$ cat config.mk
export PLATFORM = sky130hd
export DESIGN_NAME = sdp_ram_stream_reader
export DESIGN_NICKNAME = d
export VERILOG_FILES = /design/src/rtl/sdp_ram_pkg.sv /design/src/rtl/sdp_rd_skid_fifo.sv /design/src/rtl/sdp_ram_stream_reader.sv
export SDC_FILE = /design/constraint.sdc
export NUM_CORES = 1
export LEC_CHECK = 0
export ABC_AREA = 1
export ABC_CLOCK_PERIOD_IN_PS = 2300
export BUFFER_PORTS_ARGS = -buffer_cell sky130_fd_sc_hd__buf_2
export CELL_PAD_IN_SITES_DETAIL_PLACEMENT = 0
export CELL_PAD_IN_SITES_GLOBAL_PLACEMENT = 1
export CORE_MARGIN = 10
export CORE_UTILIZATION = 36
export DETAILED_ROUTE_END_ITERATION = 8
export PLACE_DENSITY_LB_ADDON = 0.3
export SETUP_SLACK_MARGIN = 0.4
export SLEW_MARGIN = 10
export SYNTH_ARGS = -nofsm -noshare
export SYNTH_HDL_FRONTEND = slang
export SYNTH_HIERARCHICAL = 1
export SYNTH_SLANG_ARGS = --single-unit
$ cat constraint.sdc
create_clock -name clk -period 2.3 [get_ports clk]
set_input_delay 0.115 -clock clk [delete_from_list [all_inputs] [get_ports clk]]
set_output_delay 0.115 -clock clk [all_outputs]
set_load 0.005 [all_outputs]
$ cat src/rtl/sdp_ram_pkg.sv
// Shared types and constants for the simple-dual-port RAM read streamer.
package sdp_ram_pkg;

  typedef enum logic [1:0] {
    ST_IDLE,
    ST_READ,
    ST_DRAIN,
    ST_DONE
  } rd_state_e;

  localparam int RD_LATENCY = 1;
  localparam int BUF_DEPTH  = 2;

endpackage

$ cat src/rtl/sdp_rd_skid_fifo.sv
// Two-entry FIFO that absorbs RAM read returns while the stream consumer stalls.
module sdp_rd_skid_fifo
  import sdp_ram_pkg::*;
#(
  parameter int WIDTH = 9
) (
  input  logic             clk,
  input  logic             rst_n,
  input  logic             push,
  input  logic [WIDTH-1:0] push_data,
  input  logic             pop,
  output logic [WIDTH-1:0] pop_data,
  output logic [1:0]       count
);

  logic [WIDTH-1:0] mem_q [BUF_DEPTH];
  logic [WIDTH-1:0] mem_d [BUF_DEPTH];
  logic             wr_ptr_q, wr_ptr_d;
  logic             rd_ptr_q, rd_ptr_d;
  logic [1:0]       count_q, count_d;

  always_comb begin
    mem_d    = mem_q;
    wr_ptr_d = wr_ptr_q;
    rd_ptr_d = rd_ptr_q;
    if (push) begin
      mem_d[wr_ptr_q] = push_data;
      wr_ptr_d        = ~wr_ptr_q;
    end
    if (pop) begin
      rd_ptr_d = ~rd_ptr_q;
    end
    count_d = count_q + {1'b0, push} - {1'b0, pop};
  end

  // Storage is cleared too so the stream data output reads zero in reset.
  always_ff @(posedge clk or negedge rst_n) begin
    if (!rst_n) begin
      for (int i = 0; i < BUF_DEPTH; i++) begin
        mem_q[i] <= '0;
      end
      wr_ptr_q <= 1'b0;
      rd_ptr_q <= 1'b0;
      count_q  <= 2'd0;
    end else begin
      mem_q    <= mem_d;
      wr_ptr_q <= wr_ptr_d;
      rd_ptr_q <= rd_ptr_d;
      count_q  <= count_d;
    end
  end

  assign pop_data = mem_q[rd_ptr_q];
  assign count    = count_q;

endmodule

$ cat src/rtl/sdp_ram_stream_reader.sv
// Reads a run of consecutive RAM words from port B and emits them as a
// valid/ready stream with last marking, hiding the one-cycle read latency.
module sdp_ram_stream_reader
  import sdp_ram_pkg::*;
#(
  parameter int DATA_WIDTH = 8,
  parameter int ADDR_WIDTH = 7
) (
  input  logic                  clk,
  input  logic                  rst_n,
  input  logic                  cmd_valid,
  output logic                  cmd_ready,
  input  logic [ADDR_WIDTH-1:0] cmd_addr,
  input  logic [ADDR_WIDTH:0]   cmd_len,
  output logic                  ram_renb,
  output logic [ADDR_WIDTH-1:0] ram_raddrb,
  input  logic [DATA_WIDTH-1:0] ram_doutb,
  output logic                  m_valid,
  input  logic                  m_ready,
  output logic [DATA_WIDTH-1:0] m_data,
  output logic                  m_last,
  output logic                  busy,
  output logic                  done
);

  rd_state_e             state_q, state_d;
  logic [ADDR_WIDTH-1:0] addr_q, addr_d;
  logic [ADDR_WIDTH:0]   rem_q, rem_d;
  logic                  inflight_q, inflight_d;
  logic                  inflight_last_q, inflight_last_d;

  logic [1:0]            fifo_count;
  logic [DATA_WIDTH:0]   fifo_head;
  logic                  pop;
  logic                  issue;
  logic                  last_issue;
  logic [2:0]            occ_after;

  assign m_valid = (fifo_count != 2'd0);
  assign pop     = m_valid & m_ready;

  // Slots already claimed once this cycle's pop leaves; a new read may only
  // be issued if its returning word is guaranteed a free FIFO entry.
  assign occ_after  = {1'b0, fifo_count} + {2'b00, inflight_q} - {2'b00, pop};
  assign issue      = (state_q == ST_READ) && (rem_q != '0) && (occ_after < 3'(BUF_DEPTH));
  assign last_issue = issue && (rem_q == (ADDR_WIDTH+1)'(1));

  always_comb begin
    state_d         = state_q;
    addr_d          = addr_q;
    rem_d           = rem_q;
    inflight_d      = issue;
    inflight_last_d = last_issue;
    case (state_q)
      ST_IDLE: begin
        if (cmd_valid) begin
          addr_d  = cmd_addr;
          rem_d   = cmd_len;
          state_d = (cmd_len == '0) ? ST_DONE : ST_READ;
        end
      end
      ST_READ: begin
        if (issue) begin
          addr_d = addr_q + ADDR_WIDTH'(1);
          rem_d  = rem_q - (ADDR_WIDTH+1)'(1);
          if (last_issue) begin
            state_d = ST_DRAIN;
          end
        end
      end
      ST_DRAIN: begin
        // Leave as the final word is popped so done follows the last beat directly.
        if (!inflight_q && (fifo_count == {1'b0, pop})) begin
          state_d = ST_DONE;
        end
      end
      ST_DONE: begin
        state_d = ST_IDLE;
      end
      default: begin
        state_d = ST_IDLE;
      end
    endcase
  end

  always_ff @(posedge clk or negedge rst_n) begin
    if (!rst_n) begin
      state_q         <= ST_IDLE;
      addr_q          <= '0;
      rem_q           <= '0;
      inflight_q      <= 1'b0;
      inflight_last_q <= 1'b0;
    end else begin
      state_q         <= state_d;
      addr_q          <= addr_d;
      rem_q           <= rem_d;
      inflight_q      <= inflight_d;
      inflight_last_q <= inflight_last_d;
    end
  end

  sdp_rd_skid_fifo #(
    .WIDTH (DATA_WIDTH + 1)
  ) u_fifo (
    .clk       (clk),
    .rst_n     (rst_n),
    .push      (inflight_q),
    .push_data ({inflight_last_q, ram_doutb}),
    .pop       (pop),
    .pop_data  (fifo_head),
    .count     (fifo_count)
  );

  assign ram_renb   = issue;
  assign ram_raddrb = addr_q;
  assign m_data     = fifo_head[DATA_WIDTH-1:0];
  assign m_last     = fifo_head[DATA_WIDTH] & m_valid;
  assign cmd_ready  = (state_q == ST_IDLE);
  assign busy       = (state_q != ST_IDLE);
  assign done       = (state_q == ST_DONE);

endmodule
==> summary.txt <==
Outcome
  – Status: finished with violations
  – Violated checks: negative setup slack

Clock tree
  – Clk_lat worst skew: between 200 and 300 ps
  – Reg clk slew, reported paths: 80 ps
  – TritonCTS Sinks: 41
  – # H-tree levels: 2
  – Root buffer cell: clkbuf_8
  – CTS Buf Count: 5
  – CTS tree: built
  – Clk buf depth: 2

Global routing
  – Vias in the first global route: 2134
  – First-pass GRT wire length: just under 10 mm
  – Initial antenna violation count: 0
  – GRT Total Usage: around 11%
  – Largest net degree at the start of global routing: 30
  – Overflow after GRT: 0

Critical path
  – Worst setup EP type: output pin
  – Reg-to-Reg Start: u_fifo/count[1]
  – Worst Path Arrival: 2410 ps
  – Crit start category: flip-flop
  – CP Class: flip-flop to output pin
  – Crit. Startpoint: u_fifo/count[1]
  – Critical path required time: 2180 ps
  – Worst Path Max Fanout: 2

Hold path
  – Hold Path Class: input pin to flip-flop
  – Min-delay src: ram_doutb[7]

Timing
  – Period minus WS final: 2520 ps
  – Peak Freq: 397 MHz
  – Final worst path period share: 110%
  – Worst slew pin tran: 671 ps
  – Max Slew Vio Count: 0
  – Max-slew headroom: roughly 55%
  – Final worst slack: -220 ps
  – Final Setup Violations: 18
  – Final hold viol count: 0
  – RSZ-0062 raised after global routing: yes
  – Final TNS setup: -3220 ps
  – Clk_skew: around 4.9 ps

Place
  – Placer Congestion: 0.811
  – Placed cell count: 465
  – Dpl hpwl: about 4.3 mm
  – Port Buffers: 47
  – Place WS: -145 ps

Cells and area
  – Finished Layout Cells: ~480
  – Ratio of cells with drive above 1 in the final layout: 27.2%
  – Number of fill cells in the layout: 701
  – Number of diodes: 0
  – Area growth syn-to-layout: 25.0%
  – Nets: 439

Power
  – Power per cell area: 1420 nW/um^2
  – Leak: 0.00174 uW
  – Worst vdd ir: 0.469 mV

Routing
  – Pre-antenna DRT Iters: 4
  – Post-Route WL: 5.89 mm
  – Antenna viol nets, final: 0
  – DRC Markers: 0
  – Detailed-route via count: 2181
  – DR WL/cell: between 10 and 15 um
  – Initial DRC Count: just over 70
  – Detail-routed via count per cell: 4.53

Synthesis
  – Synthesized net count: between 300 and 400
  – Synth cell types: 26
  – Register area share after synthesis: 41.1%
  – Yosys reg bits: 41
  – Area share of the largest cell type after synthesis: 41.1%
  – Avg Inst Size Synth: 7.44 um^2
  – Cell Area, Synth: 2500 um^2
  – Mapped Cells: between 300 and 400
  – Yosys warnings: 6
  – Dominant cell type by area after synthesis: dfrtp_1
  – Top post-synthesis cells by area: dfrtp_1 (41%), nand2_1 (20%), inv_1 (7.1%)

Die
  – Die area: 10700 um^2
  – Placeable Area: 6760 um^2
  – Die H: between 100 and 150 um
  – Std cell rows: 30
  – I/O pin total: 48
  – Starting density of the core: 37.0%
  – Die X: 103 um

Flow run
  – Max-cap viol count: 0
==> layout make-up <==
| class | count | area, um^2 | area share [%] |
|---|---|---|---|
| clock buffers | 5 | 68.8 | 2.20 |
| clock inverters | 3 | 68.8 | 2.20 |
| inverters | 49 | 186 | 5.97 |
| multi-input cells | 238 | 1280 | 40.9 |
| flip-flops and latches | 41 | 1030 | 32.9 |
| well taps | 80 | 100 | 3.21 |
| repair buffers | 65 | 395 | 12.7 |
==> layer usage <==
| layer | vias up | track usage [%] | part of all wire, % |
|---|---|---|---|
| met5 | - | 0 | 0 |
| met4 | 0 | 2.57 | 0.71 |
| met3 | 5 | 3.39 | 5.0 |
| met2 | 40 | 19.4 | 48 |
| met1 | 968 | 13.6 | 46 |
| li1 | 1168 | - | - |
==> through the flow <==
stage | hold slack, ps | total power (uW) | util (%) | instance area [um^2]
floorplan | -181 | 2900 | - | 2510
global placement | 198 | 3560 | 42.5 | 2870
detailed placement | 203 | 3600 | 42.5 | 2870
CTS | 71.6 | 4410 | 45.4 | 3070
global route | 86.3 | 4950 | 46.2 | 3120
finish | 81.2 | 4450 | 46.2 | 3120
==> sequential cells by signal, indices dropped and copies added, names as in the netlist <==
name / flops
u_fifo/count: 2
state_q: 2
rem_q: 8
inflight_last_q: 1
u_fifo/wr_ptr_q: 1
u_fifo/rd_ptr_q: 1
u_fifo/mem_q: 18
inflight_q: 1
ram_raddrb: 7
==> critical path: stages, from the launching register on <==
cell and delay, ps:
dfrtp_2 410, o21a_1 190, ha_1 290, or2_4 230
fa_2 530, nand2_2 60, nor2_4 110, nand2_4 60
buf_6 110, inv_4 40, buf_6 80
==> worst paths after layout <==
path	end	cells after the start	slack (ps)
worst max-delay path	ram_renb	10	-220
worst min-delay path	u_fifo/mem_q[7]	3	80
worst max register to register	rem_q[6]	12	-190
worst min register to register	u_fifo/mem_q[13]	2	480
max in group asynchronous	ram_raddrb[4]	3	1270
min in group asynchronous	u_fifo/count[0]	2	390
==> kinds of logic (layout without fill, tap and decap cells) <==
kind of cell / after synthesis / count (layout) / share of synthesized area (%)
simple gates: 178 / 178 / 29.2
xor+xnor: 2 / 2 / 0.701
flops: 41 / 41 / 41.1
buf+inv: 58 / 122 / 10.1
compound gates: 45 / 46 / 12.6
fa+ha+maj: 12 / 12 / 6.31
==> synth_stat cells <==
library cell,count
o21a_1,2
clkbuf_1,1
nand4_1,2
nand3_1,17
nand2_4,2
buf_2,4
nor2_4,1
xor2_1,2
o21bai_1,4
a21oi_4,1
nand2_2,3
o21ai_1,3
nand2_1,131
o21ai_2,16
nor2_1,19
or2_2,2
buf_6,4
fa_1,1
a21oi_1,2
ha_1,11
inv_1,47
inv_2,2
o31ai_1,1
o21ai_0,16
dfrtp_1,41
nor3_1,1
==> placed cells by master (no fill, tap or decap), types with 2 or more instances in the layout <==
cell,n
a21oi_1,2
buf_2,46
buf_4,15
buf_6,2
bufinv_16,2
clkbuf_8,5
dfrtp_1,40
ha_1,11
inv_1,46
inv_2,2
nand2_1,126
nand2_2,6
nand2_4,4
nand3_1,16
nand4_1,2
nor2_1,19
o21a_1,2
o21ai_0,16
o21ai_1,3
o21ai_2,16
o21bai_1,4
xor2_1,2
==> power by group <==
group	switching, uW	internal [uW]
Clock	259	437
Sequential	308	1060
Combinational	1350	1030
Total	1920	2530
==> timing repair <==
action / CTS / global route
pin swaps: 8 / 5
gates resized for setup: 7 / 6
setup buffers: 3 / 3
setup endpoints to repair: 20 / 20
hold buffers: 1 / 0
cloned: 0 / 1
hold endpoints to repair: 28 / 0
Note: power is estimated with default switching activity, not from simulation.
